==> config.mk <==
export PLATFORM = sky130hd
export DESIGN_NAME = serial_subtractor
export DESIGN_NICKNAME = d
export VERILOG_FILES = /design/src/rtl/serial_subtractor.sv
export SDC_FILE = /design/constraint.sdc
export NUM_CORES = 1
export LEC_CHECK = 0
export CAP_MARGIN = 25
export CORE_UTILIZATION = 30
export CTS_BUF_LIST = sky130_fd_sc_hd__clkbuf_4 sky130_fd_sc_hd__clkbuf_8
export CTS_CLUSTER_DIAMETER = 200
export DETAILED_ROUTE_END_ITERATION = 6
export GPL_ROUTABILITY_DRIVEN = 0
export HOLD_SLACK_MARGIN = 0.08
export PLACE_DENSITY_LB_ADDON = 0.15
export SLEW_MARGIN = 15
export SYNTH_ARGS = -nofsm -noshare
export SYNTH_HDL_FRONTEND = slang
export SYNTH_SLANG_ARGS = --single-unit
==> constraint.sdc <==
create_clock -name clk -period 2.6 [get_ports clk]
set_input_delay 0.78 -clock clk [delete_from_list [all_inputs] [get_ports clk]]
set_output_delay 0.78 -clock clk [all_outputs]
set_load 0.02 [all_outputs]
==> src/rtl/serial_subtractor.sv <==
// serial_subtractor: bit-serial N-bit two's-complement subtractor.
// One full-adder cell plus a carry flip-flop computes minuend + ~subtrahend + 1.
// It processes one bit per clock, LSB first, and uses a start/busy/done handshake.
// Optional macro SERIAL_SUB_ADD_EN adds an op_add input. With op_add=1 the block
// computes minuend + subtrahend instead.
// Ports:
//   clk        - clock, rising edge
//   rst        - synchronous active-high reset
//   start      - operation request, accepted when busy=0
//   minuend    - operand A (N bits), sampled on the accepting edge
//   subtrahend - operand B (N bits), sampled on the accepting edge
//   op_add     - (SERIAL_SUB_ADD_EN only) 1 = add, 0 = subtract
//   busy       - operation in progress
//   done       - one-cycle result-valid pulse
//   diff       - A - B modulo 2^N (held until the next completion)
//   borrow_out - A < B unsigned (raw carry-out in add mode)
//   overflow   - signed overflow (carry into MSB xor carry out of MSB)
module serial_subtractor #(
  parameter int unsigned N = 4
) (
  input  logic         clk,
  input  logic         rst,
  input  logic         start,
  input  logic [N-1:0] minuend,
  input  logic [N-1:0] subtrahend,
`ifdef SERIAL_SUB_ADD_EN
  input  logic         op_add,
`endif
  output logic         busy,
  output logic         done,
  output logic [N-1:0] diff,
  output logic         borrow_out,
  output logic         overflow
);

  localparam int unsigned CW = (N > 1) ? $clog2(N) : 1;

  typedef enum logic [1:0] {
    IDLE = 2'd0,
    RUN  = 2'd1,
    DONE = 2'd2
  } state_t;

  state_t         state;
  state_t         state_next;
  logic           load;
  logic           step;
  logic           last;

  logic [N-1:0]   sha;
  logic [N-1:0]   shb;
  logic [N-1:0]   shr;
  logic [CW-1:0]  cnt;
  logic           carry;
`ifdef SERIAL_SUB_ADD_EN
  logic           add_mode;
`endif

  logic           sum_bit;
  logic           carry_out;
  logic [N-1:0]   shr_next;

  // Full-adder cell on the current LSBs.
  assign sum_bit   = sha[0] ^ shb[0] ^ carry;
  assign carry_out = (sha[0] & shb[0]) | (sha[0] & carry) | (shb[0] & carry);
  // The sum bit enters at the MSB. Shifting the concatenation also covers N == 1.
  assign shr_next  = N'({sum_bit, shr} >> 1);

  // State register
  always_ff @(posedge clk) begin
    if (rst) begin
      state <= IDLE;
    end else begin
      state <= state_next;
    end
  end

  // Next-state and datapath control
  always_comb begin
    state_next = state;
    load       = 1'b0;
    step       = 1'b0;
    last       = 1'b0;
    unique case (state)
      IDLE, DONE: begin
        if (start) begin
          state_next = RUN;
          load       = 1'b1;
        end else begin
          state_next = IDLE;
        end
      end
      RUN: begin
        step = 1'b1;
        if (cnt == CW'(N - 1)) begin
          last       = 1'b1;
          state_next = DONE;
        end
      end
      default: state_next = IDLE;
    endcase
  end

  // Operand shifters, carry, bit counter and held result registers
  always_ff @(posedge clk) begin
    if (rst) begin
      sha        <= '0;
      shb        <= '0;
      shr        <= '0;
      cnt        <= '0;
      carry      <= 1'b0;
`ifdef SERIAL_SUB_ADD_EN
      add_mode   <= 1'b0;
`endif
      busy       <= 1'b0;
      done       <= 1'b0;
      diff       <= '0;
      borrow_out <= 1'b0;
      overflow   <= 1'b0;
    end else begin
      busy <= (state_next == RUN);
      done <= (state_next == DONE);
      if (load) begin
        sha   <= minuend;
        shr   <= '0;
        cnt   <= '0;
`ifdef SERIAL_SUB_ADD_EN
        shb      <= op_add ? subtrahend : ~subtrahend;
        carry    <= ~op_add;
        add_mode <= op_add;
`else
        shb   <= ~subtrahend;
        carry <= 1'b1;
`endif
      end else if (step) begin
        sha   <= sha >> 1;
        shb   <= shb >> 1;
        shr   <= shr_next;
        carry <= carry_out;
        if (last) begin
          // On the MSB step, carry holds the carry into the MSB.
          diff     <= shr_next;
          overflow <= carry ^ carry_out;
`ifdef SERIAL_SUB_ADD_EN
          borrow_out <= add_mode ? carry_out : ~carry_out;
`else
          borrow_out <= ~carry_out;
`endif
        end else begin
          cnt <= cnt + CW'(1);
        end
      end
    end
  end

endmodule

---- Word level (Yosys, flattened, before mapping) ----
Cells that the tools add are included.
word-level totals
  bits in registers ....................... 25
  input bits .............................. 11
  output and inout port bits .............. 8
  logic and storage cells ................. 49
operators by class
  add/subtract/negate cells ............... 1
  equality and inequality tests ........... 5
  mux-type cells .......................... 14
  bitwise logic cells ..................... 12
  reduce and logical (&&, ||, !) cells .... 6
operators by type and width
  operator                                                               count
  4-bit 2-to-1 mux                                                       4
  1-bit 2-to-1 mux                                                       8
  2-bit equality test, second input constant                             3
  2-bit by 1-bit equality test with 1-bit output, second input constant  2
  4-bit NOT                                                              1
  2-bit case mux with 2 select lines                                     1
  2-bit OR reduction                                                     2
  1-bit bitwise AND                                                      3
  1-bit NOT                                                              3
  3-bit AND reduction                                                    1
  1-bit XOR                                                              3
  2-bit by 1-bit adder with 2-bit output, second input constant          1
  2-bit zero test                                                        1
  2-bit 2-to-1 mux                                                       1
  1-bit OR                                                               2
  2-bit AND reduction                                                    1
  2-bit nonzero test                                                     1

---- Logic depth before layout (Yosys ltp) ----
Gate-level depths: netlist of the first run.
  word-level depth ........................ 5
  mapped depth ............................ 5
  gate-level depth less buffers ........... 5

---- Least setup slack after synthesis of the first run ----
Ideal clock, no wire load.
  path type ............................... input port to flip-flop
  start ................................... in start
  end ..................................... reg shb[3]
  library setup time ...................... 103 ps
  arrival time ............................ 1,362 ps
  data required time ...................... 2,497 ps
  path slack .............................. 1,134 ps
  stages on the path ...................... 3
  path buffers ............................ 1
  cell sequence ........................... nor2b_1 clkbuf_2 a2111oi_2
between the ends
  word-level cells in the longest chain between the ends .. 3
  elaborated cells between the ends (all ways) .. 4
  those cells by class .................... mux (3); reduce/logical (1)
RTL lines
  item                                                           line  source
  from (decl)                                                    23    input logic start,
  1-bit 2-to-1 mux *                                             86    if (start) begin
  1-bit 2-to-1 mux *                                             84    unique case (state)
  4-bit 2-to-1 mux / 2-bit nonzero test (equally long branches)  -
  to (signal assigned)                                           132   shb <= ~subtrahend;
  to (signal assigned)                                           137   shb <= shb >> 1;
  to (decl)                                                      51    logic [N-1:0] shb;
Mark *: on every way between the ends. The rest lies on a longest branch, timed or not.
A chain may end at the register's enable or synchronous reset.

---- Final worst setup path of the first run ----
  start ................................... reg diff[3]
  end ..................................... out diff[3]
RTL lines
  item                    line  source
  from (decl)             31    output logic [N-1:0] diff,
  from (signal assigned)  142   diff <= shr_next;
No word-level cell between the ends.

==> results of run 1 <==
## worst max path at each step
stage          depth (start not counted)  endpoint
3_3_place_gp                           4    shb[3]
3_5_place_dp                           4    shb[3]
6_report                               1   diff[3]
2_1_floorplan                          3    shb[3]
4_1_cts                                1   diff[3]
5_1_grt                                1   diff[3]
## final cells by class
type	instances	share of cell area
clock buffer	3	0.0187
inverter	3	0.00937
multi-input combinational	72	0.364
sequential	24	0.400
tap	44	0.0458
timing repair buffer	20	0.162
## sequential cells by signal, indices dropped and copies added, names as in the netlist
register	count
sha	4
diff	4
state	2
shr	3
busy	1
overflow	1
done	1
borrow_out	1
cnt	2
carry	1
shb	4
## stage by stage
| stage | std cells | hold slack (ns) | instance area [um^2] |
|---|---|---|---|
| 3_3_place_gp | 163 | 0.446 | 1180 |
| 3_5_place_dp | 163 | 0.449 | 1180 |
| 5_1_grt | 166 | 0.481 | 1200 |
| 4_1_cts | 166 | 0.467 | 1200 |
| 2_1_floorplan | 107 | 0.437 | 977 |
| 6_report | 166 | 0.465 | 1200 |
## routing by layer
layer  global-route usage  vias to the layer above  wire (um)
li1                     -                      392          -
met1                0.176                      356       1000
met2                0.208                       10        875
met3               0.0459                        2         67
met4               0.0306                        0         19
met5                    0                        -          0
## where the power goes
part           internal, W  switching, W  leakage, nW
clock            0.0000542      0.000111       0.0138
combinational    0.0000454     0.0000510        0.218
sequential        0.000385    0.00000964        0.196
total             0.000484      0.000172        0.428
## cells by family after synthesis
group,count (synthesis),share of synthesized area
and+or+nand+nor,42,0.196
DFF,24,0.492
AOI/OAI and AO/OA,23,0.165
buffers and inverters,11,0.0602
muxes,3,0.0358
xor gates and xnor gates,2,0.0179
adders and majority gates,2,0.0333
## tightest hold or removal path, cell delays in order (launching register included)
cell and delay, ns:
sky130_fd_sc_hd__dfxtp_1 0.33, sky130_fd_sc_hd__nand2_1 0.05, sky130_fd_sc_hd__a21oi_1 0.05
## synth_stat cells, types with 2 or more instances
cell	instances
sky130_fd_sc_hd__nand3_1	6
sky130_fd_sc_hd__nor2b_1	2
sky130_fd_sc_hd__a31oi_1	2
sky130_fd_sc_hd__xnor2_1	2
sky130_fd_sc_hd__buf_2	4
sky130_fd_sc_hd__dfxtp_1	24
sky130_fd_sc_hd__nand2_1	17
sky130_fd_sc_hd__a311oi_1	3
sky130_fd_sc_hd__nand2b_1	3
sky130_fd_sc_hd__a21oi_1	10
sky130_fd_sc_hd__inv_1	3
sky130_fd_sc_hd__nor2_1	11
sky130_fd_sc_hd__a21o_1	2
sky130_fd_sc_hd__mux2i_1	2
==> results.sh, run 1 <==
export IMPL_clkSlewWorstSetupHoldPaths_ns=0.13
export IMPL_worstSkewPairLatency_ns=0.31
export IMPL_path_cells="clkdlybuf4s50_1"
export IMPL_postRouteWirelength_um=1970
export IMPL_ys_flop_type="sky130_fd_sc_hd__dfxtp_1"
export IMPL_row_count=20
export IMPL_layout_area_overhead_pct=23.0
export IMPL_floorplan_die_height_um=59.1
export IMPL_netlist_top_cell_by_area="sky130_fd_sc_hd__dfxtp_1"
export IMPL_largest_driver_fanout_on_the_critical_path=2
export IMPL_cp_top_family="buffers and inverters"
export IMPL_cp_slowest_cell="sky130_fd_sc_hd__clkdlybuf4s50_1"
export IMPL_postCtsHoldBufs=0
export IMPL_synth_yosys_seq_area_share=0.492
export IMPL_clock_skew_ns=0.00230
export IMPL_final_worst_setup_slack_ns=0.543
export IMPL_buffer_ports_inserted=18
export IMPL_critPathMaxStageDelay_ns=0.61
export IMPL_period_minus_slack_ns=2.06
export IMPL_top_post_synthesis_cells_by_area="sky130_fd_sc_hd__dfxtp_1, sky130_fd_sc_hd__nand2_1, sky130_fd_sc_hd__a21oi_1"
export IMPL_first_global_vias=749
export IMPL_grt_use_total=0.133
export IMPL_synthDominantCellAreaShare=0.492
export IMPL_antenna_violations_before_repair=0
export IMPL_min_delay_path_class="flip-flop to flip-flop"
export IMPL_timing_rr_start="cnt[0]"
export IMPL_design_die_area_mm2=0.00349
export IMPL_worstHoldEndpoint="overflow"
export IMPL_worst_pin_slew_ns=0.551
export IMPL_largest_net_degree_at_the_start_of_global_routing=19
export IMPL_yosysWarningCount=0
export IMPL_netlist_area_um2=977
export IMPL_timing_critical_path_buf_inv=1
export IMPL_count_of_endpoints_failing_setup_in_the_final_report=0
export IMPL_timing_critical_path_required_ns=1.82
export IMPL_design_power_total_w=0.000656
export IMPL_top_level_ports=19
export IMPL_synth_edf_count=0
export IMPL_synth_seq_cells=24
export IMPL_cts_max_level=1
export IMPL_power_leakage_nw=0.428
export IMPL_detailedRoute_firstIterationViolations=9
export IMPL_drt_wirelength_per_cell_um=11.8
export IMPL_max_freq_ghz=0.486
export IMPL_grt_overflow_total=0
export IMPL_cts_root_buf="sky130_fd_sc_hd__clkbuf_4"
export IMPL_layout_cells_most_common="sky130_fd_sc_hd__dfxtp_1"
export IMPL_critical_path_startpoint="diff[3]"
export IMPL_regArea_um2=480
export IMPL_mostFrequentLayoutCells="sky130_fd_sc_hd__dfxtp_1, sky130_fd_sc_hd__clkdlybuf4s50_1, sky130_fd_sc_hd__nand2_1"
export IMPL_detail_route_first_pass_iterations=3
export IMPL_multi_input_comb_area_um2=438
export IMPL_post_synth_num_cell_types=30
export IMPL_timing_final_crit_share=0.791
export IMPL_whs_path_depth=2
export IMPL_fin_setup_tns_ns=0
export IMPL_hp_start="overflow"
export IMPL_end_kind="primary output"
export IMPL_cts_tree="built"
export IMPL_postSynthNetCount=120
export IMPL_cts_sinks=24
export IMPL_start_kind="flip-flop"
export IMPL_post_cts_repair_setup_buffers=0
export IMPL_core_area_mm2=0.00308
export IMPL_timing_worst_setup_path_type="flip-flop to primary output"
export IMPL_setup_repair_after_global_routing_missed_its_margin="false"
export IMPL_rr_endpoint="borrow_out"
export IMPL_remaining_drc_errors=0
export IMPL_share_of_cells_above_drive_strength_1=0.0820
export IMPL_floorplan_die_width_um=59.1
export IMPL_first_pass_grt_wire_length_um=3390
export IMPL_dp_worst_setup_slack_ns=0.377
export IMPL_power_ir_vdd_worst_v=0.000398
export IMPL_fillCellCount=318
export IMPL_reg2reg_slack_ns=1.19
export IMPL_antenna_cells_inserted=0
export IMPL_timing_slew_headroom=0.632
export IMPL_maxCapViolations=0
export IMPL_vias_per_cell=4.58
export IMPL_antenna_violating_nets_left=0
export IMPL_power_per_cell_area_mw_per_mm2=546
export IMPL_start_util=0.317
export IMPL_final_net_count=137
export IMPL_detailed_place_hpwl_um=1320
export IMPL_maximum_number_of_buffers_from_clock_root_to_sink=2
export IMPL_cts_repair_resize_count=0
export IMPL_report_final_slew_viol_count=0
export IMPL_asyncSetResetFlopFracSynth=0
export IMPL_syn_mean_instance_area_um2=9.13
export IMPL_outcome="completed"
export IMPL_netlist_instances=107
export IMPL_timing_critical_path_arrival_ns=1.28
export IMPL_reg2reg_depth=4
export IMPL_finalHoldViolations=0
export IMPL_number_of_buffers_created_by_cts=3
export IMPL_final_util=0.391
export IMPL_num_vias=760
Power figures use the tool's default switching activity.
==> run 2: changes to the inputs <==
- clock period: 2.6 -> 1.7 ns (I/O delays scaled with it)
==> run 2 against run 1 <==
Net effect: wire length is 0.31% higher; largest cell class unchanged; clock skew fell by 0.00072 ns; largest power group unchanged; utilization up 0.65 points; sequential share of layout area decreased by 0.65 points.
==> results.sh, run 2 (synthesis gave the netlist of run 1 again) <==
export IMPL_outcome="completed"
export IMPL_grt_overflow_total=0
export IMPL_top_usage_layer_grt="met2"
export IMPL_cts_repair_resize_count=8
export IMPL_max_freq_ghz=0.668
export IMPL_switching_share=0.256
export IMPL_design_die_area_mm2=0.00349
export IMPL_timing_rr_start="cnt[0]"
export IMPL_share_of_cells_above_drive_strength_1=0.111
export IMPL_final_net_count=141
export IMPL_report_final_slew_viol_count=0
export IMPL_power_ir_vdd_worst_v=0.000341
export IMPL_floorplan_die_height_um=59.1
export IMPL_detailedRoute_firstIterationViolations=26
export IMPL_power_leakage_nw=0.484
export IMPL_sequentialPowerShare=0.600
export IMPL_timing_critical_path_arrival_ns=0.99
export IMPL_antenna_violating_nets_left=0
export IMPL_reg2reg_depth=4
export IMPL_placedInstanceArea_mm2=0.00121
export IMPL_worstSkewPairLatency_ns=0.31
export IMPL_count_of_endpoints_failing_setup_in_the_final_report=0
export IMPL_top_level_ports=19
export IMPL_clock_skew_ns=0.00158
export IMPL_internal_power_w=0.000747
export IMPL_grt_use_total=0.140
export IMPL_dp_worst_setup_slack_ns=0.00939
export IMPL_min_delay_path_class="flip-flop to flip-flop"
export IMPL_detailed_place_hpwl_um=1380
export IMPL_path_cells="dlygate4sd2_1"
export IMPL_top_flop_regs="diff: 4 flops, sha: 4 flops, shb: 4 flops"
export IMPL_mostFrequentLayoutCells="sky130_fd_sc_hd__dfxtp_1, sky130_fd_sc_hd__nand2_1, sky130_fd_sc_hd__nor2_1"
export IMPL_cts_sinks=24
export IMPL_worst_pin_slew_ns=0.431
export IMPL_buffer_ports_inserted=18
export IMPL_clkSlewWorstSetupHoldPaths_ns=0.12
export IMPL_cp_slowest_cell="sky130_fd_sc_hd__dfxtp_1"
export IMPL_floorplan_die_width_um=59.1
export IMPL_layout_cells_most_common="sky130_fd_sc_hd__dfxtp_1"
export IMPL_postCtsHoldBufs=0
export IMPL_setup_repair_after_global_routing_missed_its_margin="false"
export IMPL_critical_path_startpoint="borrow_out"
export IMPL_timing_worst_setup_path_type="flip-flop to primary output"
export IMPL_fin_setup_tns_ns=0
export IMPL_grt_met3_usage=0.0197
export IMPL_comb_power_share=0.155
export IMPL_final_worst_setup_slack_ns=0.203
export IMPL_number_of_buffers_created_by_cts=3
export IMPL_timing_slew_headroom=0.713
export IMPL_critPathMaxStageDelay_ns=0.35
export IMPL_detail_route_first_pass_iterations=4
export IMPL_timing_critical_path_buf_inv=1
export IMPL_num_vias=763
export IMPL_vias_per_cell=4.49
export IMPL_largest_driver_fanout_on_the_critical_path=2
export IMPL_row_count=20
export IMPL_antenna_cells_inserted=0
export IMPL_p_sw_w=0.000258
export IMPL_share_clk_of_total_power=0.244
export IMPL_start_util=0.317
export IMPL_drt_wirelength_per_cell_um=11.6
export IMPL_finalHoldViolations=0
export IMPL_first_pass_grt_wire_length_um=3620
export IMPL_core_area_mm2=0.00308
export IMPL_cts_max_level=1
export IMPL_largest_net_degree_at_the_start_of_global_routing=19
export IMPL_post_cts_repair_setup_buffers=0
export IMPL_cts_tree="built"
export IMPL_globalRouteMet2Util=0.205
export IMPL_end_kind="primary output"
export IMPL_use_met1=0.199
export IMPL_layout_area_overhead_pct=25.1
export IMPL_cp_top_family="flip-flops"
export IMPL_maximum_number_of_buffers_from_clock_root_to_sink=2
export IMPL_reg2reg_slack_ns=0.27
export IMPL_timing_critical_path_required_ns=1.19
export IMPL_path_depth=1
export IMPL_remaining_drc_errors=0
export IMPL_crit_path_end="borrow_out"
export IMPL_first_global_vias=778
export IMPL_timing_final_crit_share=0.880
export IMPL_postRouteWirelength_um=1970
export IMPL_antenna_violations_before_repair=0
export IMPL_power_per_cell_area_mw_per_mm2=822
export IMPL_fillCellCount=319
export IMPL_post_route_cell_area_mm2=0.00122
export IMPL_start_kind="flip-flop"
export IMPL_rr_endpoint="borrow_out"
export IMPL_period_minus_slack_ns=1.50
export IMPL_maxCapViolations=0
export IMPL_cts_root_buf="sky130_fd_sc_hd__clkbuf_4"
run 2: cell count changes in the layout (fill, tap and decap cells not counted):
cell                              change
sky130_fd_sc_hd__buf_4                +4
sky130_fd_sc_hd__clkdlybuf4s50_1      -8
sky130_fd_sc_hd__dlygate4sd2_1        +8
run 2: cell type report:
type                            count  area (um^2)  share of cell area
Timing Repair Buffer               24          215               0.176
Multi-Input combinational cell     72          438               0.358
Inverter                            3         11.3             0.00921
Clock buffer                        3         22.5              0.0184
Tap cell                           44         55.1              0.0450
Sequential cell                    24          480               0.393
run 2: metal layers:
layer,share of wire,up-vias
met5,0,-
met4,0.0081,0
met3,0.025,2
met2,0.44,9
met1,0.52,352
li1,-,400
run 2: how the worst min path moves through the flow:
stage          cells after the start      end  slack, ns    start
2_1_floorplan                      2   shr[1]       0.44   shr[1]
3_3_place_gp                       2   shr[1]       0.44   shr[1]
3_5_place_dp                       2  diff[1]       0.45  diff[1]
4_1_cts                            2  diff[1]       0.46  diff[1]
5_1_grt                            2  diff[0]       0.48  diff[0]
6_report                           2  diff[1]       0.46  diff[1]
run 2: per-stage QoR:
| step | power (W) | util | hold WS [ns] | std cells |
|---|---|---|---|---|
| 6_report | 0.00100 | 0.397 | 0.462 | 170 |
| 3_5_place_dp | 0.000774 | 0.393 | 0.449 | 167 |
| 2_1_floorplan | 0.000718 | - | 0.437 | 107 |
| 4_1_cts | 0.00102 | 0.397 | 0.464 | 170 |
| 5_1_grt | 0.00106 | 0.397 | 0.479 | 170 |
| 3_3_place_gp | 0.000773 | 0.393 | 0.445 | 167 |
run 2: power by group through the flow:
| stage | clock network [W] | logic, W | registers, W |
|---|---|---|---|
| floorplan | 0 | 0.000104 | 0.000615 |
| global placement | 0 | 0.000157 | 0.000615 |
| detailed placement | 0 | 0.000159 | 0.000615 |
| CTS | 0.000258 | 0.000158 | 0.000603 |
| global route | 0.000279 | 0.000176 | 0.000607 |
| finish | 0.000246 | 0.000156 | 0.000603 |
run 2: tightest hold or removal path: cells and delay by family, from the launching register on:
kind	cells	cell delay (ns)
AOI/OAI and AO/OA	1	0.05
and+or+nand+nor	1	0.05
DFF	1	0.33
